===== src/rtl/bsc_ompss_axis_packet_arbiter.sv =====
// bsc_ompss_axis_packet_arbiter: packet-level round-robin merge of N_PORTS 64-bit AXI-Stream sources onto one tid-tagged master stream (S_AXIS_* per-port in, M_AXIS_* merged out, grant_onehot/busy status)
module bsc_ompss_axis_packet_arbiter #(
  parameter int N_PORTS = 4,
  parameter int ID_WIDTH = 4,
  parameter int ID_BASE = 0
) (
  input  logic                    clk,
  input  logic                    rst,
  input  logic [64*N_PORTS-1:0]   S_AXIS_tdata,
  input  logic [2*N_PORTS-1:0]    S_AXIS_tdest,
  input  logic [N_PORTS-1:0]      S_AXIS_tlast,
  input  logic [N_PORTS-1:0]      S_AXIS_tvalid,
  output logic [N_PORTS-1:0]      S_AXIS_tready,
  output logic [63:0]             M_AXIS_tdata,
  output logic [1:0]              M_AXIS_tdest,
  output logic [ID_WIDTH-1:0]     M_AXIS_tid,
  output logic                    M_AXIS_tlast,
  output logic                    M_AXIS_tvalid,
  input  logic                    M_AXIS_tready,
  output logic [N_PORTS-1:0]      grant_onehot,
  output logic                    busy
);
  localparam int IW = $clog2(N_PORTS);
  typedef enum logic {IDLE, PKT} state_t;
  state_t state, state_d;
  logic [IW-1:0] grant_idx, grant_idx_d, last_idx, last_idx_d, win, j;
  logic [N_PORTS-1:0] grant_d;
  logic found, fire;
  always_comb begin
    found = 1'b0;
    win = last_idx;
    j = last_idx;
    for (int i = 1; i <= N_PORTS; i++) begin
      j = IW'((int'(last_idx) + i) % N_PORTS);
      if (!found && S_AXIS_tvalid[j]) begin
        found = 1'b1;
        win = j;
      end
    end
  end
  always_comb begin
    state_d = state;
    grant_idx_d = grant_idx;
    grant_d = grant_onehot;
    last_idx_d = last_idx;
    M_AXIS_tdata = '0;
    M_AXIS_tdest = '0;
    M_AXIS_tid = '0;
    M_AXIS_tlast = 1'b0;
    M_AXIS_tvalid = 1'b0;
    S_AXIS_tready = '0;
    fire = 1'b0;
    if (state == IDLE) begin
      if (found) begin
        state_d = PKT;
        grant_idx_d = win;
        grant_d = N_PORTS'(1) << win;
      end
    end else begin
      M_AXIS_tdata = 64'(S_AXIS_tdata >> (64 * int'(grant_idx)));
      M_AXIS_tdest = 2'(S_AXIS_tdest >> (2 * int'(grant_idx)));
      M_AXIS_tid = ID_WIDTH'(ID_BASE + int'(grant_idx));
      M_AXIS_tlast = S_AXIS_tlast[grant_idx];
      // rst blocks the handshake on both sides so a packet cut by reset loses no acknowledged beat
      M_AXIS_tvalid = S_AXIS_tvalid[grant_idx] & ~rst;
      S_AXIS_tready[grant_idx] = M_AXIS_tready & ~rst;
      fire = S_AXIS_tvalid[grant_idx] & M_AXIS_tready & ~rst;
      if (fire && S_AXIS_tlast[grant_idx]) begin
        state_d = IDLE;
        grant_d = '0;
        last_idx_d = grant_idx;
      end
    end
  end
  always_ff @(posedge clk) begin
    if (rst) begin
      state <= IDLE;
      grant_idx <= '0;
      grant_onehot <= '0;
      last_idx <= IW'(N_PORTS - 1);
    end else begin
      state <= state_d;
      grant_idx <= grant_idx_d;
      grant_onehot <= grant_d;
      last_idx <= last_idx_d;
    end
  end
  assign busy = state == PKT;
endmodule


===== config.mk =====
export PLATFORM = sky130hd
export DESIGN_NAME = bsc_ompss_axis_packet_arbiter
export DESIGN_NICKNAME = d
export VERILOG_FILES = /design/src/rtl/bsc_ompss_axis_packet_arbiter.sv
export SDC_FILE = /design/constraint.sdc
export NUM_CORES = 1
export LEC_CHECK = 0
export ABC_CLOCK_PERIOD_IN_PS = 1500
export BUFFER_PORTS_ARGS = -buffer_cell sky130_fd_sc_hd__buf_2
export CORE_AREA = 2 2 139 141
export CTS_BUF_LIST = sky130_fd_sc_hd__clkbuf_8
export CTS_CLUSTER_DIAMETER = 120
export DETAILED_ROUTE_END_ITERATION = 8
export DIE_AREA = 0 0 141 143
export GPL_ROUTABILITY_DRIVEN = 0
export PLACE_DENSITY = 0.47
export SLEW_MARGIN = 30
export SYNTH_ARGS = -nofsm -noshare
export SYNTH_HDL_FRONTEND = slang
export SYNTH_SLANG_ARGS = --single-unit

===== constraint.sdc =====
create_clock -name clk -period 1.5 [get_ports clk]
set_input_delay 0.15 -clock clk [delete_from_list [all_inputs] [get_ports clk]]
set_output_delay 0.15 -clock clk [all_outputs]
set_load 0.005 [all_outputs]

==> results of run 1 <==
cell type report:
type                            count  area [um2]
Multi-Input combinational cell    187        2350
Antenna cell                        1        2.50
Tap cell                          234         293
Timing Repair Buffer              379        2250
Inverter                            3        11.3
Fill cell                        1995       13400
Clock inverter                      1        3.75
Sequential cell                     9         189
Clock buffer                        3        41.3
final timing paths:
check             slack (ns)                            to  depth (start not counted)                          from
setup / recovery       -0.39              M_AXIS_tdata[63]                          5     grant_idx[0]$_SDFFE_PP0P_
hold / removal          0.26     grant_idx[1]$_SDFFE_PP0P_                          2                           rst
setup reg to reg       -0.21  grant_onehot[3]$_SDFFE_PP0P_                          7     grant_idx[0]$_SDFFE_PP0P_
hold reg to reg         0.51  grant_onehot[1]$_SDFFE_PP0P_                          2  grant_onehot[1]$_SDFFE_PP0P_
sequential cells by signal, summed over array words and instances (netlist names):
| register | flops |
|---|---|
| grant_idx | 2 |
| busy | 1 |
| grant_onehot | 4 |
| last_idx | 2 |
where the power goes:
part | switching (mW) | total (mW) | internal (mW)
registers | 0.0239 | 0.281 | 0.257
clock network | 0.0923 | 0.270 | 0.178
logic | 0.630 | 1.75 | 1.12
total | 0.746 | 2.30 | 1.55
per-stage QoR:
step                total power, mW  area [um2]  instances  setup TNS, ns  utilization
CTS                            2.11        4800        807         -23.75        0.258
finish                         2.30        5140        817         -22.63        0.277
floorplan                      1.12        2700        226              0            -
global route                   2.46        5140        817         -27.91        0.277
global placement               1.79        4680        797          -6.39        0.252
detailed placement             1.79        4680        797          -6.90        0.252
Yosys cell counts (all sizes together):
cell / count
dfxtp: 9
nor2b: 1
nor4: 1
or2: 1
a211oi: 1
o41ai: 2
a221oi: 1
nor2: 11
a32o: 2
and3b: 1
conb: 1
buf: 19
clkbuf: 9
nor3: 1
a21o: 2
a21oi: 6
o211ai: 1
nand4b: 2
and3: 1
nand2: 3
o21ai: 2
inv: 3
nand2b: 2
mux4: 68
nand3: 1
and2: 70
nor3b: 4
cells by family (layout without fill, tap and decap cells):
logic type             after synthesis  count (layout)  share of synthesized area
buffers and inverters               31             386                     0.0907
AND/OR/NAND/NOR                     99             100                      0.225
other                                1               3                    0.00139
multiplexers                        68              68                      0.570
AO/OA/AOI/OAI                       17              17                     0.0456
flip-flops                           9               9                     0.0669
layer usage:
metal,share of wire,GRT usage,vias up,wire length (um)
met5,0,0,-,0
met4,0.013,0.0205,0,191
met3,0.072,0.0215,14,1030
met2,0.52,0.231,196,7370
met1,0.40,0.151,1666,5670
li1,-,-,1610,-
what timing repair did:
action,4_1_cts,5_1_grt
buffers inserted,5,5
gates cloned,1,4
gates resized for setup,4,53
setup endpoints to repair,75,77
pin swaps,1,1
==> metrics, run 1 <==
outcome=finished, violations left; failing checks=negative setup slack; CP peak stage delay=0.55 ns; ranking of synthesized cells by area=mux4_2 (56%), and2_1 (16%), dfxtp_1 (6.7%); Clock Skew=a little under 0.0004 ns; All-Layer GR Usage=0.124; clk root buf=clkbuf_8; vias in the first global route=about 3600; CP required=1.35 ns; Mapped Area=2690 um2; H-Tree Depth=1; Syn Inst Count=225; Final Setup Violations=75; Crit path buffers/inverters=3; post-placement worst setup slack=-0.148 ns; RSZ-0062 raised after global routing=true; Yosys warning total=0; fin. max-slew vios=0; Core ar.=18600 um2; initial antenna violation count=1; Lkg Pwr=2.50 nW; DIE WIDTH=approximately 140 um; critical path class=register to primary output; detailed placer's ending HPWL=between 10 and 15 mm; most frequent cells in the layout=buf_2 (332), mux4_2 (68), and2_1 (48); worst path arrival time=1.74 ns; highest-delay cell along the critical path=mux4_2; Top Family by Delay on Critical Path=multiplexers; fin crit share=1.26; ratio of cells with drive above 1 in the final layout=0.825; largest net degree at the start of global routing=41; I/O pin count=356; first-pass GRT wire length=19.5 mm; number of distinct library cells after synthesis=31; Final min period=1.89 ns; Avg Cell Area, Syn=12.0 um2; Max-cap violations=0; critical-path cell list=buf_12 > buf_8 > mux4_2 > and2_4 > buf_6; Nets=858; gr ovfl total=0; detailed-route DRC error count=0; worst hold margin=about 0.26 ns; drt first pass iters=4; full die area=20200 um2; hold buffers post-CTS=0; 1st-iter DRT viols=101; Post-DRT Antenna Nets=0; Synth-to-Final Area Change=91.1%; Max Fclk=530 MHz; total wire length=roughly 14 mm; CTS Sinks=9; Clock Latency Late Sink=0.23 ns; setup slack after layout=-0.386 ns; WL/cell=17.5 um; CTS clk-pin slew, worst paths=0.04 ns; CTS tree=built; Worst VDD drop=299 uV; row count=50; crit-path max FO=6; cell taking the most area after synthesis=mux4_2; final hold vios=0; CTS Buf Count=3; register area share after synthesis=0.0669; post-DR vias/cell=4.27; top cell type's share of synthesized area=0.561; I/O Buffers=353; die height=roughly 140 um; CTS max path bufs=2; PwrDens=around 450 nW/um2; min-delay worst type=primary input to register; Via Count=around 3500; most common cell after layout, fill and taps aside=buf_2; Initial Utilization=0.145; #FFs+latches synth=9; Crit. End Element=primary output; critical path startpoint category=register
No activity file was read; power rests on OpenSTA's default activity.
==> run 2, diff against run 1 <==
==> constraint.sdc (replaced) <==
create_clock -name clk -period 1.5 [get_ports clk]
set_input_delay 0.075 -clock clk [delete_from_list [all_inputs] [get_ports clk]]
set_output_delay 0.075 -clock clk [all_outputs]
set_load 0.005 [all_outputs]
==> metrics, run 2 (synthesis gave the netlist of run 1 again) <==
outcome=finished, violations left; failing checks=negative setup slack; Clock Skew=0.00625 ns (+0.00585 ns); CP dominant cell by count=buf_12; CTS max path bufs=2 (unchanged); CTS clk-pin slew, worst paths=0.04 ns (about the same); die height=143 um (unchanged); Crit. End Element=primary output; 1st-iter DRT viols=96 (-5.0%); Initial Utilization=0.145 (unchanged); clk root buf=clkbuf_8; post-placement worst setup slack=-0.108 ns (+0.0403 ns); highest-delay cell along the critical path=mux4_2; total wire length=14.4 mm (+0.86%); Finished Layout Cells=822 (+0.61%); flop2flop setup slack=-0.13 ns (+0.08 ns); full die area=20200 um2 (unchanged); critical path startpoint category=register; Worst R2R Start=grant_idx[0]$_SDFFE_PP0P_; DIE WIDTH=141 um (unchanged); hold buffers post-CTS=0 (unchanged); CP peak stage delay=0.55 ns (about the same); Clock Latency Late Sink=0.23 ns (about the same); worst path arrival time=1.73 ns (about the same); critical path class=register to primary output; Post-DRT Antenna Nets=0 (unchanged); detailed-route DRC error count=0 (unchanged); Net Switching=751 uW (+0.72%); most frequent cells in the layout=buf_2 (324), mux4_2 (68), and2_1 (40); critical-path cell list=buf_12 > buf_12 > mux4_2 > and2_1 > buf_2; PwrDens=447 nW/um2 (about the same); total power=2.37 mW (+3.3%); All-Layer GR Usage=0.126 (+0.00196); Core ar.=18600 um2 (unchanged); ratio of cells with drive above 1 in the final layout=0.848 (+0.0229); most common cell after layout, fill and taps aside=buf_2; Final Setup Violations=75 (unchanged); Combinational Power Share=0.767 (+0.007); largest net degree at the start of global routing=72 (+76%); first-pass GRT wire length=19.7 mm (+1.3%); placed insts=803 (+0.75%); Largest register FFs=4 (unchanged); CP required=1.42 ns (+0.07 ns); internal power=1.62 mW (+4.5%); Switching Fraction=0.316 (-0.00799); fin. max-slew vios=0 (unchanged); I/O Buffers=353 (unchanged); Nets=860 (+0.23%); RSZ-0062 raised after global routing=true; Clock Power Share=0.116 (about the same); final hold vios=0 (unchanged); setup slack after layout=-0.309 ns (+0.0770 ns); fin crit share=1.21 (-0.0514); Max Fclk=553 MHz (+4.3%); post-DR vias/cell=4.29 (+0.45%); CTS Buf Count=3 (unchanged); worst hold margin=0.224 ns (-0.0373 ns); Synth-to-Final Area Change=97.4%; Largest regs=grant_onehot (4), grant_idx (2), last_idx (2); Filler Cells Inserted=1973 (-1.1%); H-Tree Depth=1 (unchanged); Max-cap violations=0 (unchanged); I/O pin count=356 (unchanged); CTS Sinks=9 (unchanged); initial antenna violation count=7 (+6); Setup crit start=grant_idx[0]$_SDFFE_PP0P_; min-delay worst type=primary input to register; TNS Setup=-16.86 ns (+5.77 ns); gr ovfl total=0 (unchanged); hold path start=rst; Final min period=1.81 ns (-0.0770 ns); Via Count=3523 (+1.1%); Reg power frac=0.117 (-0.005); detailed placer's ending HPWL=11.8 mm (-2.1%); Largest Register=grant_onehot; drt first pass iters=4 (unchanged); row count=50 (unchanged); vias in the first global route=3455 (-2.7%); Lkg Pwr=2.57 nW (+2.8%); WL/cell=17.5 um (+0.24%); CTS tree=built; crit-path max FO=11 (+5); Worst VDD drop=462 uV (+54%)
run 2: changes by cell type in the layout (fill, tap and decap cells not counted), moves of 3 or more:
cell     change
buf_6       +10
and2_1       -8
diode_2      +3
and2_4       +8
buf_2        -8
buf_4        -3
buf_12       +6
run 2: metrics by stage:
step	utilization	instance area (um2)
floorplan	-	2700
global placement	0.258	4790
detailed placement	0.258	4790
CTS	0.276	5130
global route	0.285	5300
finish	0.286	5310
run 2: routing by layer:
| metal | share of wire | routed length (um) | up-vias | GRT usage |
|---|---|---|---|---|
| li1 | - | - | 1622 | - |
| met4 | 0.0074 | 106 | 4 | 0.00789 |
| met3 | 0.085 | 1230 | 8 | 0.0376 |
| met2 | 0.50 | 7220 | 166 | 0.220 |
| met1 | 0.40 | 5800 | 1723 | 0.161 |
| met5 | 0.0024 | 34 | - | 0 |
run 2: final timing paths:
check / end / cells past startpoint
worst min-delay path: grant_idx[0]$_SDFFE_PP0P_ / 3
worst max-delay path: M_AXIS_tdata[52] / 5
worst max register to register: grant_onehot[0]$_SDFFE_PP0P_ / 8
worst min register to register: grant_onehot[1]$_SDFFE_PP0P_ / 2
run 2: layout make-up:
class                   instances  area [um2]  share of cell area
repair buffers                382        2380               0.449
clock buffers                   3        41.3             0.00777
diodes                          4        10.0             0.00188
multi-input cells             186        2380               0.448
well taps                     234         293              0.0551
clock inverters                 1        3.75            0.000706
inverters                       3        11.3             0.00212
flip-flops and latches          9         189              0.0356
run 2: power by group through the flow:
stage                     Sequential (mW)  Combinational [mW]  Clock (mW)
after floorplan                     0.272               0.850           0
after global placement              0.285                1.53           0
after detailed placement            0.284                1.54           0
final                               0.278                1.82       0.276
after global routing                0.282                1.96       0.295
after CTS                           0.279                1.71       0.276
run 2: critical path: cells and delay by family (launching register included):
| kind | cells | cell delay [ns] |
|---|---|---|
| flops | 1 | 0.37 |
| buf+inv | 3 | 0.40 |
| simple gates | 1 | 0.16 |
| mux | 1 | 0.55 |
run 2: repair_timing:
item / CTS / global route
gates cloned: 2 / 1
gates resized for setup: 34 / 44
pin swaps: 3 / 1
setup buffers: 11 / 1
endpoints found under the setup margin: 75 / 79
==> run 3, diff against run 2 <==
Settings changed: BUFFER_PORTS_ARGS -buffer_cell sky130_fd_sc_hd__buf_2 to -buffer_cell sky130_fd_sc_hd__buf_4.
==> metrics, run 3 (synthesis gave the netlist of run 1 again) <==
Max-cap violations=0 (unchanged); Via Count=3504 (-0.54%); Clock Latency Late Sink=0.24 ns (about the same); H-Tree Depth=1 (unchanged); Largest register FFs=4 (unchanged); min-delay worst type=primary input to register; setup slack after layout=-0.351 ns (-0.0416 ns); clk root buf=clkbuf_8; total power=2.71 mW (+14%); DIE WIDTH=141 um (unchanged); Largest regs=grant_onehot (4), grant_idx (2), last_idx (2); CTS Buf Count=3 (unchanged); Crit. End Element=primary output; Nets=863 (+0.35%); WL/cell=19.3 um (+10%); worst path arrival time=1.78 ns (+0.05 ns); CTS max path bufs=2 (unchanged); Post-DRT Antenna Nets=0 (unchanged); ratio of cells with drive above 1 in the final layout=0.859 (+0.0110); Worst-Margin Slew=0.559 ns; die height=143 um (unchanged); I/O pin count=356 (unchanged); drt first pass iters=4 (unchanged); Largest Register=grant_onehot; fin util=0.332 (+0.0459); fin. max-slew vios=0 (unchanged); All-Layer GR Usage=0.143 (+0.0172); post-DR vias/cell=4.26 (-0.54%); CP required=1.42 ns (about the same); PwrDens=439 nW/um2 (-1.7%); RSZ-0062 raised after global routing=true; most frequent cells in the layout=buf_4 (326), mux4_2 (68), buf_6 (46); largest net degree at the start of global routing=43 (-40%); initial antenna violation count=3 (-4); vias in the first global route=3748 (+8.5%); detailed-route DRC error count=0 (unchanged); Core ar.=18600 um2 (unchanged); Final Setup Violations=75 (unchanged); I/O Buffers=353 (unchanged); gr ovfl total=0 (unchanged); hold buffers post-CTS=0 (unchanged); failing checks=negative setup slack; full die area=20200 um2 (unchanged); Worst VDD drop=241 uV (-48%); Lkg Pwr=2.86 nW (+11%); row count=50 (unchanged); outcome=finished, violations left; critical path startpoint category=register; most common cell after layout, fill and taps aside=buf_4; post-placement worst setup slack=-0.126 ns (-0.0182 ns); crit-path max FO=6 (-5); critical path class=register to primary output; Final min period=1.85 ns (+0.0416 ns); CTS clk-pin slew, worst paths=0.04 ns (about the same); flop2flop setup slack=-0.21 ns (-0.08 ns); worst hold margin=0.118 ns (-0.106 ns); detailed placer's ending HPWL=13.6 mm (+15%); Clock Skew=0.00232 ns (-0.00393 ns); CTS Sinks=9 (unchanged); total wire length=15.8 mm (+10%); slew margin rel.=0.627; Synth-to-Final Area Change=129%; 1st-iter DRT viols=94 (-2.1%); fin crit share=1.23 (+0.0278); CTS tree=built; first-pass GRT wire length=22.2 mm (+12%); final hold vios=0 (unchanged); Max Fclk=540 MHz (-2.2%); Initial Utilization=0.145 (unchanged)
-- run 3: cell count changes in the layout (fill, tap and decap cells not counted), moves of 3 or more --
cell | before | now
buf_4 | 9 | 326
and2_1 | 40 | 30
diode_2 | 4 | 1
buf_12 | 11 | 8
buf_2 | 324 | 0
buf_6 | 35 | 46
and2_4 | 30 | 40
-- run 3: report_power, final --
group / internal [mW] / switching (mW)
registers: 0.257 / 0.0213
logic: 1.49 / 0.660
clock network: 0.178 / 0.0993
total: 1.93 / 0.781
-- run 3: worst max-delay path, cell delays in order, from the launching register on --
cell and delay, ns:
dfxtp_4 0.36, buf_12 0.14, buf_8 0.13, buf_6 0.12
mux4_2 0.50, and2_4 0.18, buf_6 0.11
-- run 3: cell type report --
type / instances / area [um2]
clock inverter: 1 / 3.75
fill: 1910 / 12400
clock buffer: 3 / 41.3
antenna: 1 / 2.50
inverter: 3 / 11.3
sequential: 9 / 189
multi-input combinational: 186 / 2390
timing repair buffer: 385 / 3240
tap: 234 / 293
-- run 3: worst paths after layout --
kind | end | depth (start not counted) | from
min | grant_idx[1]$_SDFFE_PP0P_ | 2 | rst
max | M_AXIS_tdata[58] | 6 | grant_idx[0]$_SDFFE_PP0P_
min reg2reg | last_idx[0]$_SDFFE_PP1P_ | 2 | last_idx[0]$_SDFFE_PP1P_
max reg2reg | grant_onehot[3]$_SDFFE_PP0P_ | 7 | grant_idx[0]$_SDFFE_PP0P_
-- run 3: per-stage QoR --
| step | instances | setup TNS [ns] | cell area [um2] |
|---|---|---|---|
| detailed placement | 806 | -2.77 | 5670 |
| finish | 822 | -19.27 | 6170 |
| floorplan | 226 | 0 | 2700 |
| CTS | 815 | -19.50 | 5960 |
| global route | 821 | -23.37 | 6160 |
| global placement | 806 | -1.75 | 5670 |
-- run 3: layer usage --
layer,GRT usage,routed length [um],vias up
met5,0,23,-
met4,0.0184,153,4
met3,0.0329,1160,14
met2,0.269,8450,169
met1,0.170,6040,1697
li1,-,-,1620
-- run 3: timing repair --
action / 4_1_cts / 5_1_grt
gates cloned: 1 / 1
setup endpoints to repair: 75 / 73
setup buffers: 4 / 5
hold endpoints to repair: 0 / 0
resized for setup: 56 / 41
pin swaps: 1 / 0
